`src/rtl/usr_burst_shift.sv`:
```
// Parametrised universal shift register with rotate/arithmetic modes and a
// counted burst engine (start -> N steps -> done) on top of continuous stepping.
module usr_burst_shift #(
  parameter int WIDTH = 8,
  parameter int AMT_W = 3
) (
  input  logic             clk,
  input  logic             rst,
  input  logic             ena,
  input  logic [2:0]       mode,
  input  logic             start,
  input  logic [AMT_W-1:0] amount,
  input  logic [WIDTH-1:0] par_in,
  input  logic             ser_in_left,
  input  logic             ser_in_right,
  output logic [WIDTH-1:0] q,
  output logic             ser_out_right,
  output logic             ser_out_left,
  output logic             busy,
  output logic             done
);

  // Handshake: start is a request that is accepted on any edge where the
  // engine is IDLE and ena is high; busy acts as "not ready" for the whole
  // burst, and done is a single-cycle completion strobe with no back-pressure.
  typedef enum logic {IDLE = 1'b0, RUN = 1'b1} state_t;

  state_t           state, state_n;
  logic [AMT_W-1:0] cnt, cnt_n;
  logic [2:0]       mode_l, mode_l_n;
  logic [WIDTH-1:0] q_n;
  logic             done_n;
  logic [2:0]       step_mode;
  logic [WIDTH-1:0] step_q;

  always_comb begin
    step_mode = (state == RUN) ? mode_l : mode;
    case (step_mode)
      3'b001:  step_q = {ser_in_left, q[WIDTH-1:1]};
      3'b010:  step_q = {q[WIDTH-2:0], ser_in_right};
      3'b011:  step_q = par_in;
      3'b100:  step_q = {q[0], q[WIDTH-1:1]};
      3'b101:  step_q = {q[WIDTH-2:0], q[WIDTH-1]};
      3'b110:  step_q = {q[WIDTH-1], q[WIDTH-1:1]};
      default: step_q = q;
    endcase
  end

  always_comb begin
    state_n  = state;
    cnt_n    = cnt;
    mode_l_n = mode_l;
    q_n      = q;
    done_n   = 1'b0;
    case (state)
      IDLE: begin
        if (ena) begin
          if (start) begin
            // Zero-length burst completes immediately without touching q.
            if (amount != '0) begin
              mode_l_n = mode;
              cnt_n    = amount;
              state_n  = RUN;
            end else begin
              done_n = 1'b1;
            end
          end else begin
            q_n = step_q;
          end
        end
      end
      RUN: begin
        if (ena) begin
          q_n   = step_q;
          cnt_n = cnt - AMT_W'(1);
          if (cnt == AMT_W'(1)) begin
            state_n = IDLE;
            done_n  = 1'b1;
          end
        end
      end
      default: state_n = IDLE;
    endcase
  end

  always_ff @(posedge clk) begin
    if (rst) begin
      state  <= IDLE;
      cnt    <= '0;
      mode_l <= 3'b000;
      q      <= '0;
      done   <= 1'b0;
    end else begin
      state  <= state_n;
      cnt    <= cnt_n;
      mode_l <= mode_l_n;
      q      <= q_n;
      done   <= done_n;
    end
  end

  assign busy          = (state == RUN);
  assign ser_out_right = q[0];
  assign ser_out_left  = q[WIDTH-1];

endmodule

```
`config.mk`:
```
export PLATFORM = sky130hd
export DESIGN_NAME = usr_burst_shift
export DESIGN_NICKNAME = d
export VERILOG_FILES = /design/src/rtl/usr_burst_shift.sv
export SDC_FILE = /design/constraint.sdc
export NUM_CORES = 1
export LEC_CHECK = 0
export ABC_AREA = 0
export BUFFER_PORTS_ARGS = -buffer_cell sky130_fd_sc_hd__buf_4
export CAP_MARGIN = 15
export CORE_MARGIN = 1.5
export CORE_UTILIZATION = 30
export DETAILED_ROUTE_END_ITERATION = 8
export MAX_ROUTING_LAYER = met4
export SLEW_MARGIN = 20
export SYNTH_ARGS = -nofsm -noshare
export SYNTH_HDL_FRONTEND = slang
export SYNTH_SLANG_ARGS = --single-unit
```
`constraint.sdc`:
```
create_clock -name clk -period 4.29 [get_ports clk]
set_input_delay 0.6435 -clock clk [delete_from_list [all_inputs] [get_ports clk]]
set_output_delay 0.6435 -clock clk [all_outputs]
set_load 0.05 [all_outputs]
```
==> impl_metrics.json <==
{
  "outcome": "complete, no violations",
  "synth-seq-area-share": 0.292,
  "routed_wire_length_per_instance_um": 13.2,
  "finalSetupTns_ps": 0,
  "p_leak_uw": 0.000540,
  "setup.reg_to_reg.worst_slack_ps": 2090,
  "die-area_sq_um": 4030,
  "timing.setup.critical_path_class": "reg -> reg",
  "max_slew.worst_pin.slew_ps": 829,
  "clk_pin_slew_worst_paths_ps": 100,
  "worst_hold_path.num_cells": 2,
  "max-slew-margin-rel": 0.446,
  "grt_setup_unrepaired": "false",
  "skew_ps": 1.92,
  "dr_total_vias": 1087,
  "detailedRoute.firstIterationViolations": 34,
  "yosys.area.top_type_share": 0.292,
  "critical_path.startpoint_type": "register",
  "finalNetCount": 186,
  "post-dp-hpwl_um": 2110,
  "critical_path.endpoint_type": "register",
  "route.detailed.drc": 0,
  "cts_setup_buffers": 0,
  "cts_tree": "done",
  "holdCritPathClass": "reg -> reg",
  "worst-path-max-fanout": 21,
  "synth_top_cell_by_area": "sky130_fd_sc_hd__dfxtp_1",
  "number_of_antenna_diodes": 0,
  "cts-buffers-inserted": 3,
  "clock-sinks": 16,
  "initial_core_util": 0.322,
  "syn_avg_cell_area_sq_um": 8.20,
  "gate_count_after_technology_mapping": 134,
  "synth_area_sq_um": 1100,
  "synth.net_count": 156,
  "via_count_of_the_first_global_routing_pass": 943,
  "postCtsHoldBufs": 0,
  "floorplan.die.height_um": 63.5,
  "design_power_total_uw": 412,
  "regToRegStartpoint": "busy$_SDFF_PP0_",
  "clkLatencyLatePin_ps": 290,
  "post_synth_main_area_contributors": "sky130_fd_sc_hd__dfxtp_1, sky130_fd_sc_hd__nand2_1, sky130_fd_sc_hd__o211ai_1",
  "cts_max_path_buffers": 2,
  "utilization": 0.402,
  "cts_htree_levels": 1,
  "ant_nets": 0,
  "finalHoldWorstSlack_ps": 466,
  "synth-seq-cells": 16,
  "peak_supply_drop_mv": 0.112,
  "aggregate_routed_wire_length_um": 2740,
  "finalSetupViolations": 0,
  "cp_data_arrival_time_ps": 2400,
  "row_count": 21,
  "io_buffers": 31,
  "synth_cell_types": 37,
  "reg2reg_depth": 5,
  "report.final.slew_viol_count": 0,
  "hold_violation_total_from_the_final_report": 0,
  "ys.warnings.count": 0,
  "route.detailed.vias_per_inst": 5.23,
  "post-route-period-util": 0.513,
  "critPathRequiredTime_ps": 4490,
  "timing.fmax_mhz": 455,
  "crit_end": "q[5]$_SDFFE_PP0P_",
  "final.min_clock_period_ps": 2200,
  "globalplace.congestion": 0.854,
  "max_cap_violations": 0,
  "antenna_found_initial": 0,
  "detail_route.first_pass.iterations": 4,
  "final_layout_size_suffix_gt1_frac": 0.284,
  "clk_root_buffer_cell": "sky130_fd_sc_hd__clkbuf_4",
  "ioPinCount": 32,
  "r2r-end": "q[5]$_SDFFE_PP0P_",
  "power_dens_cells_nw_per_um2": 300,
  "grt_usage": 0.146,
  "critical_path.startpoint": "busy$_SDFF_PP0_",
  "largest_net_degree_at_the_start_of_global_routing": 22,
  "placeable_core_region_sq_um": 3420,
  "first_pass_grt_wire_length_um": 4590,
  "grt_remaining_overflow": 0,
  "area_growth_pct": 25.1,
  "die_span_x_um": 63.5,
  "cts_repair_resize_count": 0
}
-- cells by family after synthesis --
family                     share of synthesized area
xor gates and xnor gates                      0.0148
DFF                                            0.292
and+or+nand+nor                                0.270
AOI/OAI and AO/OA                              0.220
adders and majority gates                     0.0228
muxes                                          0.133
buffers and inverters                         0.0478
-- flip-flops by register name, indices dropped and copies added (netlist names) --
signal  count
done        1
cnt         3
busy        1
q           8
mode_l      3
-- power by group --
part / internal, uW / switching [uW]
Sequential: 159 / 16.2
Combinational: 61.9 / 91.2
Clock: 32.7 / 50.5
Total: 254 / 158
-- through the flow --
step,cell area [sq um],setup WS (ps),instances
2_1_floorplan,1100,2350,134
3_3_place_gp,1350,2130,205
3_5_place_dp,1350,2130,205
4_1_cts,1370,2090,208
5_1_grt,1370,1900,208
6_report,1370,2090,208
-- Yosys cell counts --
library cell                 n
sky130_fd_sc_hd__nand3b_1    1
sky130_fd_sc_hd__mux2i_4     2
sky130_fd_sc_hd__inv_1       4
sky130_fd_sc_hd__a31oi_1     2
sky130_fd_sc_hd__nand2b_1    1
sky130_fd_sc_hd__a311oi_1    5
sky130_fd_sc_hd__a21oi_1     5
sky130_fd_sc_hd__nand2_1    25
sky130_fd_sc_hd__nor3_2      2
sky130_fd_sc_hd__ha_1        2
sky130_fd_sc_hd__o2111ai_1   1
sky130_fd_sc_hd__o21ai_0     3
sky130_fd_sc_hd__nor3_4      1
sky130_fd_sc_hd__xnor2_2     1
sky130_fd_sc_hd__nand3_1     3
sky130_fd_sc_hd__a22o_1      1
sky130_fd_sc_hd__nand2_4     1
sky130_fd_sc_hd__o22ai_1     2
sky130_fd_sc_hd__o21a_1      1
sky130_fd_sc_hd__o211ai_1    9
sky130_fd_sc_hd__and2b_1     1
sky130_fd_sc_hd__a311oi_2    1
sky130_fd_sc_hd__buf_4       2
sky130_fd_sc_hd__nor2_1     16
sky130_fd_sc_hd__nor3_1      3
sky130_fd_sc_hd__buf_6       1
sky130_fd_sc_hd__dfxtp_1    16
sky130_fd_sc_hd__a211oi_1    1
sky130_fd_sc_hd__mux2i_1     6
sky130_fd_sc_hd__clkbuf_1    3
sky130_fd_sc_hd__nor2b_1     5
sky130_fd_sc_hd__nor2_2      1
sky130_fd_sc_hd__mux2_4      2
sky130_fd_sc_hd__and3_1      1
sky130_fd_sc_hd__o311ai_0    1
sky130_fd_sc_hd__a211o_1     1
sky130_fd_sc_hd__mux2_2      1
-- metal layers --
layer  up-vias  track usage  share of wire
li1        545            -              -
met1       510        0.192           0.49
met2        27        0.232           0.45
met3         5       0.0125          0.042
met4         0       0.0571          0.018
met5         -            -              0
-- critical path, cell delays in order (launching register included) --
cell and delay [ps]:
sky130_fd_sc_hd__dfxtp_1 870, sky130_fd_sc_hd__and2b_1 300, sky130_fd_sc_hd__nand2b_1 250, sky130_fd_sc_hd__nor3_4 370, sky130_fd_sc_hd__nor2_1 70, sky130_fd_sc_hd__a311oi_1 250
-- worst min-delay path by stage --
stage,to,from
floorplan,cnt[1]$_SDFFE_PP0P_,cnt[1]$_SDFFE_PP0P_
global placement,cnt[1]$_SDFFE_PP0P_,cnt[1]$_SDFFE_PP0P_
detailed placement,cnt[1]$_SDFFE_PP0P_,cnt[1]$_SDFFE_PP0P_
CTS,cnt[1]$_SDFFE_PP0P_,cnt[1]$_SDFFE_PP0P_
global route,cnt[0]$_SDFFE_PP0P_,cnt[0]$_SDFFE_PP0P_
finish,cnt[1]$_SDFFE_PP0P_,cnt[1]$_SDFFE_PP0P_
-- placed cells by master, fill, tap and decap left out --
cell	netlist	layout
sky130_fd_sc_hd__nand3b_1	1	1
sky130_fd_sc_hd__a311oi_2	1	1
sky130_fd_sc_hd__o21a_1	1	1
sky130_fd_sc_hd__nor3_4	1	1
sky130_fd_sc_hd__and2b_1	1	1
sky130_fd_sc_hd__a22o_1	1	1
sky130_fd_sc_hd__o21ai_0	3	3
sky130_fd_sc_hd__o211ai_1	9	9
sky130_fd_sc_hd__nor3_1	3	3
sky130_fd_sc_hd__a211oi_1	1	1
sky130_fd_sc_hd__nor2_2	1	1
sky130_fd_sc_hd__buf_4	2	31
sky130_fd_sc_hd__nor3_2	2	2
sky130_fd_sc_hd__dfxtp_1	16	16
sky130_fd_sc_hd__nand2b_1	1	1
sky130_fd_sc_hd__ha_1	2	2
sky130_fd_sc_hd__inv_1	4	4
sky130_fd_sc_hd__mux2_2	1	1
sky130_fd_sc_hd__o2111ai_1	1	1
sky130_fd_sc_hd__clkbuf_4	0	3
sky130_fd_sc_hd__and3_1	1	1
sky130_fd_sc_hd__o22ai_1	2	2
sky130_fd_sc_hd__xnor2_2	1	1
sky130_fd_sc_hd__nor2b_1	5	5
sky130_fd_sc_hd__nand2_1	25	25
sky130_fd_sc_hd__nand2_4	1	1
sky130_fd_sc_hd__a311oi_1	5	5
sky130_fd_sc_hd__mux2i_4	2	2
sky130_fd_sc_hd__a31oi_1	2	2
sky130_fd_sc_hd__mux2_4	2	2
sky130_fd_sc_hd__nand3_1	3	3
sky130_fd_sc_hd__nor2_1	16	16
sky130_fd_sc_hd__o311ai_0	1	1
sky130_fd_sc_hd__mux2i_1	6	6
sky130_fd_sc_hd__a21oi_1	5	5
sky130_fd_sc_hd__a211o_1	1	1
-- area by class of cell --
type	instances	area (sq um)
clock buffers	3	22.5
inverters	4	15.0
multi-input cells	108	726
well taps	46	57.6
repair buffers	31	233
fillers	379	2040
flip-flops and latches	16	320
Power figures use the tool's default switching activity.
